## src/rtl/cache_set_assoc.sv

```systemverilog
// N-way set-associative read cache with a miss-fetch handshake, flush, and per-set replacement.
// Define CACHE_PLRU_EN for tree pseudo-LRU; the default build uses a per-set round-robin pointer.
module cache_set_assoc #(
  parameter int DWIDTH     = 16,
  parameter int ADDR_WIDTH = 16,
  parameter int SET_BITS   = 4,
  parameter int WAYS       = 2
) (
  input  logic                  clk,
  input  logic                  reset,
  input  logic                  flush,
  input  logic                  addr_in_valid,
  input  logic [ADDR_WIDTH-1:0] addr_in,
  output logic                  addr_in_ready,
  output logic                  data_out_valid,
  output logic [DWIDTH-1:0]     data_out,
  output logic                  addr_out_valid,
  output logic [ADDR_WIDTH-1:0] addr_out,
  input  logic                  addr_out_ready,
  input  logic                  data_in_valid,
  input  logic [DWIDTH-1:0]     data_in
);
  localparam int SETS  = 1 << SET_BITS;
  localparam int TAG_W = ADDR_WIDTH - SET_BITS;
  localparam int LVL   = $clog2(WAYS);
  localparam int WAY_W = (WAYS > 1) ? LVL : 1;
`ifdef CACHE_PLRU_EN
  localparam int REP_W = (WAYS > 1) ? WAYS - 1 : 1;
`else
  localparam int REP_W = WAY_W;
`endif

  typedef enum logic [1:0] {S_LOOKUP, S_REQ, S_WAIT} state_t;
  state_t state;

  logic [WAYS-1:0]   valid_q [SETS];
  logic [TAG_W-1:0]  tag_q   [SETS][WAYS];
  logic [DWIDTH-1:0] data_q  [SETS][WAYS];
  logic [REP_W-1:0]  rep_q   [SETS];

  logic [SET_BITS-1:0] lk_set, f_set;
  logic [TAG_W-1:0]    lk_tag, f_tag;
  logic                hit, found, accept, fill;
  logic [WAY_W-1:0]    hit_way, victim;
  logic [DWIDTH-1:0]   hit_data;
  logic [REP_W-1:0]    rep_fill, rep_hit;

  // addr_out doubles as the latched miss address for the fill.
  assign lk_set = addr_in[SET_BITS-1:0];
  assign lk_tag = addr_in[ADDR_WIDTH-1:SET_BITS];
  assign f_set  = addr_out[SET_BITS-1:0];
  assign f_tag  = addr_out[ADDR_WIDTH-1:SET_BITS];

`ifdef CACHE_PLRU_EN
  // Heap-ordered tree: node n has children 2n+1 (left, bit=0) and 2n+2 (right, bit=1).
  function automatic logic [WAY_W-1:0] plru_victim(input logic [REP_W-1:0] b);
    int  n;
    logic bit_n;
    n = 0;
    for (int l = 0; l < LVL; l++) begin
      bit_n = 1'b0;
      for (int j = 0; j < REP_W; j++) if (j == n) bit_n = b[j];
      n = 2 * n + (bit_n ? 2 : 1);
    end
    return WAY_W'(n - (WAYS - 1));
  endfunction

  function automatic logic [REP_W-1:0] plru_touch(input logic [REP_W-1:0] b,
                                                  input logic [WAY_W-1:0] w);
    logic [REP_W-1:0] r;
    int  n;
    logic d;
    r = b;
    n = 0;
    for (int l = 0; l < LVL; l++) begin
      d = w[LVL-1-l];
      for (int j = 0; j < REP_W; j++) if (j == n) r[j] = ~d;
      n = 2 * n + (d ? 2 : 1);
    end
    return r;
  endfunction

  assign rep_fill = plru_touch(rep_q[f_set], victim);
  assign rep_hit  = plru_touch(rep_q[lk_set], hit_way);
`else
  assign rep_fill = (WAYS > 1) ? rep_q[f_set] + 1'b1 : '0;
  assign rep_hit  = rep_q[lk_set];
`endif

  always_comb begin
    hit     = 1'b0;
    hit_way = '0;
    for (int w = 0; w < WAYS; w++)
      if (valid_q[lk_set][w] && tag_q[lk_set][w] == lk_tag) begin
        hit     = 1'b1;
        hit_way = WAY_W'(w);
      end
    hit_data = data_q[lk_set][hit_way];
  end

  always_comb begin
    found = 1'b0;
`ifdef CACHE_PLRU_EN
    victim = plru_victim(rep_q[f_set]);
`else
    victim = rep_q[f_set];
`endif
    for (int w = 0; w < WAYS; w++)
      if (!found && !valid_q[f_set][w]) begin
        found  = 1'b1;
        victim = WAY_W'(w);
      end
  end

  assign accept        = (state == S_LOOKUP) && addr_in_valid && hit && !flush;
  assign fill          = (state == S_WAIT) && data_in_valid;
  assign addr_in_ready = accept;

  always_ff @(posedge clk) begin
    if (reset) begin
      state          <= S_LOOKUP;
      addr_out_valid <= 1'b0;
      addr_out       <= '0;
      data_out_valid <= 1'b0;
      data_out       <= '0;
      for (int s = 0; s < SETS; s++) begin
        valid_q[s] <= '0;
        rep_q[s]   <= '0;
      end
    end else begin
      data_out_valid <= accept;
      if (accept) data_out <= hit_data;
      case (state)
        S_LOOKUP: if (addr_in_valid && !hit) begin
          state          <= S_REQ;
          addr_out_valid <= 1'b1;
          addr_out       <= addr_in;
        end
        S_REQ: if (addr_out_ready) begin
          state          <= S_WAIT;
          addr_out_valid <= 1'b0;
        end
        S_WAIT: if (data_in_valid) state <= S_LOOKUP;
        default: state <= S_LOOKUP;
      endcase
      // A fill landing with flush stays invalid because the flush branch wins.
      if (flush) begin
        for (int s = 0; s < SETS; s++) begin
          valid_q[s] <= '0;
          rep_q[s]   <= '0;
        end
      end else begin
        if (fill) begin
          valid_q[f_set][victim] <= 1'b1;
          rep_q[f_set]           <= rep_fill;
        end
        if (accept) rep_q[lk_set] <= rep_hit;
      end
    end
  end

  always_ff @(posedge clk) begin
    if (fill && !reset) begin
      tag_q[f_set][victim]  <= f_tag;
      data_q[f_set][victim] <= data_in;
    end
  end
endmodule

```

## config.mk

```make
export PLATFORM = sky130hd
export DESIGN_NAME = cache_set_assoc
export DESIGN_NICKNAME = d
export VERILOG_FILES = /design/src/rtl/cache_set_assoc.sv
export SDC_FILE = /design/constraint.sdc
export NUM_CORES = 1
export LEC_CHECK = 0
export BUFFER_PORTS_ARGS = -buffer_cell sky130_fd_sc_hd__buf_2
export CAP_MARGIN = 20
export CORE_MARGIN = 2
export CORE_UTILIZATION = 49
export DETAILED_ROUTE_END_ITERATION = 16
export PLACE_DENSITY = 0.72
export SLEW_MARGIN = 5
export SYNTH_ARGS = -nofsm -noshare
export SYNTH_HDL_FRONTEND = slang
export SYNTH_SLANG_ARGS = --single-unit
```

## constraint.sdc

```tcl
create_clock -name clk -period 5.55 [get_ports clk]
set_input_delay 0.8325 -clock clk [delete_from_list [all_inputs] [get_ports clk]]
set_output_delay 0.8325 -clock clk [all_outputs]
set_load 0.005 [all_outputs]
```

**Yosys cells after proc, flatten, opt, wreduce, memory -nomap -nowiden**

Memory sizes are Yosys's and may differ from the RTL's. A register that Yosys moved wholly into a read port is not among the register bits.
Cells that the tools add are included.

- $add $sub $neg: 1
- Order comparisons: 5
- Eq/ne operators: 8
- Multiplexer cells: 83
- Bitwise operators: 34
- Reductions and logical operators: 24

Operators with widths:

| kind | count |
|---|---|
| 2-to-1 mux 16 bit | 4 |
| 2-to-1 mux 2 bit | 22 |
| 2-to-1 mux 1 bit | 42 |
| 2-to-1 mux 32 bit | 1 |
| bitwise OR 1 bit | 32 |
| 2-to-1 mux 4 bit | 7 |
| equality test 12 bit | 2 |
| 2-to-1 mux 24 bit | 1 |
| demux 16 bit (select 1 bit) | 1 |
| demux 12 bit (select 1 bit) | 1 |
| 2-to-1 mux 12 bit | 1 |
| logical AND 1 bit | 11 |
| case mux 2 bit (3 select lines) | 1 |
| AND reduction 3 bit | 2 |
| greater-or-equal comparator 2 bit (second input constant) | 2 |
| logical NOT 1 bit | 4 |
| inequality test 2 bit (second input constant) | 2 |
| inverter 1 -> 2 bit | 2 |
| AND reduction 2 bit | 2 |
| equality test 2 x 1 -> 1 bit (second input constant) | 1 |
| equality test 2 bit (second input constant) | 1 |
| logical NOT 2 bit | 1 |
| < comparator 1 x 2 -> 1 bit (second input constant) | 1 |
| < comparator 2 x 1 -> 1 bit (second input constant) | 1 |
| other kinds (9) | 10 |

- Flip-flop bits (word level): 36
- Memory bits (writable): 944
- Input bits: 38
- Output and inout bits: 35
- Logic and storage cells: 164
- Memories: 4

Memories:

| memory | words | width | rd ports | clocked after Yosys merged registers in | wr ports | line | source |
|---|---|---|---|---|---|---|---|
| data_q | 16 | 32 | 1 | 0 | 1 | 38 | `logic [DWIDTH-1:0] data_q [SETS][WAYS];` |
| tag_q | 16 | 24 | 1 | 0 | 1 | 37 | `logic [TAG_W-1:0] tag_q [SETS][WAYS];` |
| valid_q | 16 | 2 | 2 | 1 | 16 | 36 | `logic [WAYS-1:0] valid_q [SETS];` |
| rep_q | 16 | 1 | 1 | 1 | 16 | 39 | `logic [REP_W-1:0] rep_q [SETS];` |

**Depth between registers and ports, before layout**

An unclocked memory read counts as a cell.

- Word-level depth: 14
- Depth in mapped cells: 16
- Depth with buffers taken out: 9

**Worst setup path before layout**

No wires, ideal clock.

- Path kind: input to output
- Start: input port addr_in[1]
- End: output port addr_in_ready
- Arrival: 3234 ps
- Required time: 4718 ps
- Setup slack: 1483 ps
- Stages: 14
- Path buffers: 6
- Cells stage by stage: buf_6 buf_12 buf_6 buf_4 mux4_2 nor2b_1 a211oi_1 a21oi_1 xnor2_1 o211ai_4 nor2_1 o21a_1 buf_4 buf_6

- Longest elaborated chain between the ends: 7
- Elaborated cells between the ends (all ways): 10
- Classes of those cells: eq/ne: 2; mux: 2; reduce/logical: 4; memory: 2

RTL lines:

| what | line | source |
|---|---|---|
| start, declared | 13 | `input logic [ADDR_WIDTH-1:0] addr_in,` |
| memory read (16 x 24 bit) | n/a |  |
| equality test 12 bit | 94 | `if (valid_q[lk_set][w] && tag_q[lk_set][w] == lk_tag) begin` |
| logical AND 1 bit | 94 |  |
| 2-to-1 mux 1 bit | 94 |  |
| 2-to-1 mux 1 bit (*) | 94 |  |
| logical AND 1 bit (*) (2 in a row) | 115 | `assign accept = (state == S_LOOKUP) && addr_in_valid && hit && !flush;` |
| end, declared | 14 | `output logic addr_in_ready,` |

Every way passes the cells marked *; elsewhere a longest branch is shown, timed or not.

**Worst setup path after layout**

Ends and elaborated chain as after synthesis.

==> results.txt <==
* Commonest cells after routing, fill and taps aside: 912 x sky130_fd_sc_hd__edfxtp_1, 242 x sky130_fd_sc_hd__mux4_2, 96 x sky130_fd_sc_hd__clkbuf_16
- Timing would allow up to 202 MHz.
- In this design, the critical path's most frequently occurring cell is sky130_fd_sc_hd__nor2_1.
- Summed over all layers, the routed wires come to between 90 and 100 mm.
* DRT Pass-1 Iters: 7
- The detailed router finished its first iteration with approximately 2500 violations.
* Number of nets still failing antenna checks after routing: 0
- For the worst setup path, the data required time is around 4.7 ns.
- Standby leakage power: between 10 and 15 nW
* # diodes: 0
- Once layout is complete, the utilization of the core stands at 0.557.
* Pin count of the biggest net entering global routing: roughly 110
- The cell count after synthesis came out at 1895.
- The core region is 78700 sq um.
- Counting flops with a built-in enable in the synthesized netlist gives approximately 900.
* Critical path, cell by cell: buf_6 -> buf_12 -> mux4_2 -> mux2i_1 -> xnor2_1 -> nor2_1 -> nand4_1 -> a21o_1 -> nor2_1 -> o21a_1 -> buf_2
* Number of flip-flops and latches in the synthesized netlist: ~980
- Vias per cell: roughly 6.3
* Share of flip-flops with an asynchronous set or reset after synthesis: 0
- Die ar.: 81600 sq um
- In this run the worst path has a maximum fanout of 70.
* MaxCap Viol Count: 0
- Die W: roughly 290 um
* Kind of cell adding the most delay to the critical path: buffers and inverters
- In this run the tool buffered the top-level ports with about 70 buffer cells.
* Sum of negative setup slack: 0 ns
- CTS sink count: slightly below 1000
- For this run, the total global-route usage over all layers was measured as 0.232.
* Category of the most critical setup path: in -> out
* Synthesis-to-finish area growth: 12.7%
* Vias: 19800
- The number of nets handed over by synthesis was slightly below 2000.
- Post-CTS timing repair inserted 0 buffers for setup.
- Number of failing hold endpoints at the final stage: 0
* Maximum clock path buffer count: 3
- DRC: 0
- Together, buffers and inverters on the worst path number 3.
- Number of cells after detailed placement: ~3000
- Dividing the final minimum period by the clock period gives 0.893.
- Share of synthesized area occupied by flip-flops and latches: 0.741
- Delay of the slowest cell on the worst path: slightly above 0.7 ns
* Period minus WS final: a little under 5 ns
- The worst pin sits at a relative slew slack of 0.274.
- In this run the count of I/O pins placed on the die edge is 73.
- STA puts the critical path data arrival time at 4.12 ns.
- Count of H-tree levels built during CTS: 3
* Post-cts repair resize count: 0
* Status: completed
- Routed wire length per instance: 30.0 um
* Commonest non-fill, non-tap cell in the layout: sky130_fd_sc_hd__edfxtp_1
- Setup repair after global routing missed its margin: false
* Startpoint Class: primary input
- Clock tree from TritonCTS: yes
- Post-DP HPWL: just over 50 mm
* Initial antenna violation count: 5
- Final number of max-transition violations: 0
- Critical-path cell with the highest stage delay: sky130_fd_sc_hd__buf_6
- Clock latency on the worst-skew pair, taken at its later pin, is ~0.65 ns.
* Number of placement rows: slightly above 100
- At the end of routability-driven placement, the weighted congestion stood at between 0.8 and 0.9.
- From bottom edge to top edge, the die measures about 290 um.
* Initial core utilization: 0.494
- Dominant synthesized flop cell: sky130_fd_sc_hd__edfxtp_1
- Global routing finished with a remaining overflow of 0.
* Clock slew at the register clock pins of the worst setup and hold paths: 0.06 ns
* Clock root buffer master: sky130_fd_sc_hd__clkbuf_16
* Number of distinct library cells after synthesis: 63
- Hold-fix buffer count after cts: 0
- Between clock sinks in the finished design, the worst skew comes to around 0.025 ns.
- Number of warning messages in the yosys log: 0
* Clock buffers created by TritonCTS: between 90 and 100
* Path category of the worst min-delay check: reg -> reg
- Post-layout net count: around 2000
- After synthesis the cells add up to around 39000 sq um.
- Critical path capture point type: output port
- The via count of the first global-routing pass came to slightly below 20000.
- Avg Synthesized Cell Area: between 20 and 25 sq um
- Actual transition at the worst max-transition pin: roughly 1.1 ns
* Finished Layout Cells: approximately 3100
- Power density cells: about 340 nW/um^2
- The first global-routing pass estimated 136 mm of wire.
- Of the cells placed in the final design, the portion with a size suffix greater than 1 is 0.281.
- Peak ir drop on the vdd network: 271 uV
- Count of endpoints failing setup in the final report: 0
[tightest hold or removal path: cells and delay by family (launching register included)]
kind	cells	cell delay [ns]
simple gates	1	0.06
flops	1	0.32
compound gates	1	0.06
[state kept, by name (all words and copies together) (netlist names), named ones only]
name and cells:
data_q 512, data_out 16, valid_q 32, state 2, rep_q 16, data_out_valid 1
addr_out 16, addr_out_valid 1, tag_q 384
[cells in the mapped netlist, drive strengths merged, types with 2 or more instances]
| cell type | instances | share of area |
|---|---|---|
| a211oi | 4 | 0.00077 |
| a21o | 2 | 0.00039 |
| a21oi | 21 | 0.0027 |
| a221oi | 11 | 0.0025 |
| a22o | 12 | 0.0027 |
| a22oi | 10 | 0.0019 |
| a2bb2oi | 18 | 0.0041 |
| a32oi | 2 | 0.00045 |
| and2 | 9 | 0.0014 |
| and3 | 3 | 0.00048 |
| buf | 63 | 0.013 |
| clkbuf | 50 | 0.0049 |
| dfxtp | 72 | 0.037 |
| edfxtp | 912 | 0.70 |
| inv | 14 | 0.0014 |
| mux2 | 17 | 0.0049 |
| mux2i | 70 | 0.018 |
| mux4 | 248 | 0.14 |
| nand2 | 45 | 0.0043 |
| nand2b | 8 | 0.0013 |
| nand3 | 18 | 0.0023 |
| nand3b | 3 | 0.00058 |
| nand4 | 5 | 0.00080 |
| nor2 | 94 | 0.0092 |
| nor2b | 14 | 0.0023 |
| nor3 | 7 | 0.00090 |
| nor4 | 3 | 0.00080 |
| nor4b | 14 | 0.0050 |
| o211a | 13 | 0.0033 |
| o21a | 3 | 0.00058 |
| o21ai | 47 | 0.0063 |
| o221a | 3 | 0.00087 |
| o22ai | 8 | 0.0013 |
| o2bb2ai | 2 | 0.00045 |
| or2 | 3 | 0.00048 |
| or3 | 12 | 0.0019 |
| or3b | 2 | 0.00045 |
| xnor2 | 43 | 0.0097 |
[kinds of logic (layout without fill, tap and decap cells)]
kind of cell | after synthesis | after routing | share of synthesized area
compound gates | 163 | 163 | 0.0302
xor+xnor | 44 | 44 | 0.00991
buf+inv | 128 | 330 | 0.0191
flops | 984 | 984 | 0.741
mux | 335 | 335 | 0.167
simple gates | 241 | 241 | 0.0325
[per-stage QoR]
stage / hold WS (ns) / setup WS (ns) / power [mW] / area, sq um
2_1_floorplan: 0.437 / 1.48 / 8.77 / 38900
3_3_place_gp: 0.462 / 0.620 / 9.00 / 40900
3_5_place_dp: 0.473 / 0.667 / 9.02 / 40900
4_1_cts: 0.468 / 0.642 / 15.0 / 43800
5_1_grt: 0.488 / 0.404 / 15.3 / 43800
6_report: 0.487 / 0.594 / 15.0 / 43800
[area by class of cell]
type,count,area [sq um]
Clock buffer,135,2650
Inverter,15,56.3
Clock inverter,36,273
Tap cell,1050,1310
Fill cell,5755,34900
Multi-Input combinational cell,783,9570
Timing Repair Buffer,144,1150
Sequential cell,984,28800
[path summary, 6_finish.rpt]
path | start | cells past startpoint | slack, ns | end
setup reg to reg | flip-flop | 10 | 0.87 | tag_q[1][21]
hold reg to reg | valid_q[1][0] | 2 | 0.49 | valid_q[1][0]
setup / recovery | addr_in[1] | 11 | 0.59 | addr_in_ready
hold / removal | valid_q[1][0] | 2 | 0.49 | valid_q[1][0]
[metal layers]
layer,vias to the layer above,wire (um),global-route usage,share of wire
li1,8076,-,-,-
met1,10400,36700,0.328,0.39
met2,1104,46000,0.374,0.49
met3,175,9040,0.0429,0.096
met4,2,2670,0.0688,0.028
met5,-,13,0,0.00014
[power breakdown]
| group | leakage (nW) | internal, mW | switching, mW |
|---|---|---|---|
| Clock | 1.43 | 3.45 | 2.65 |
| Combinational | 3.78 | 0.289 | 0.433 |
| Sequential | 8.76 | 8.12 | 0.0217 |
| Total | 14.0 | 11.9 | 3.10 |
No activity file was read; power rests on OpenSTA's default activity.
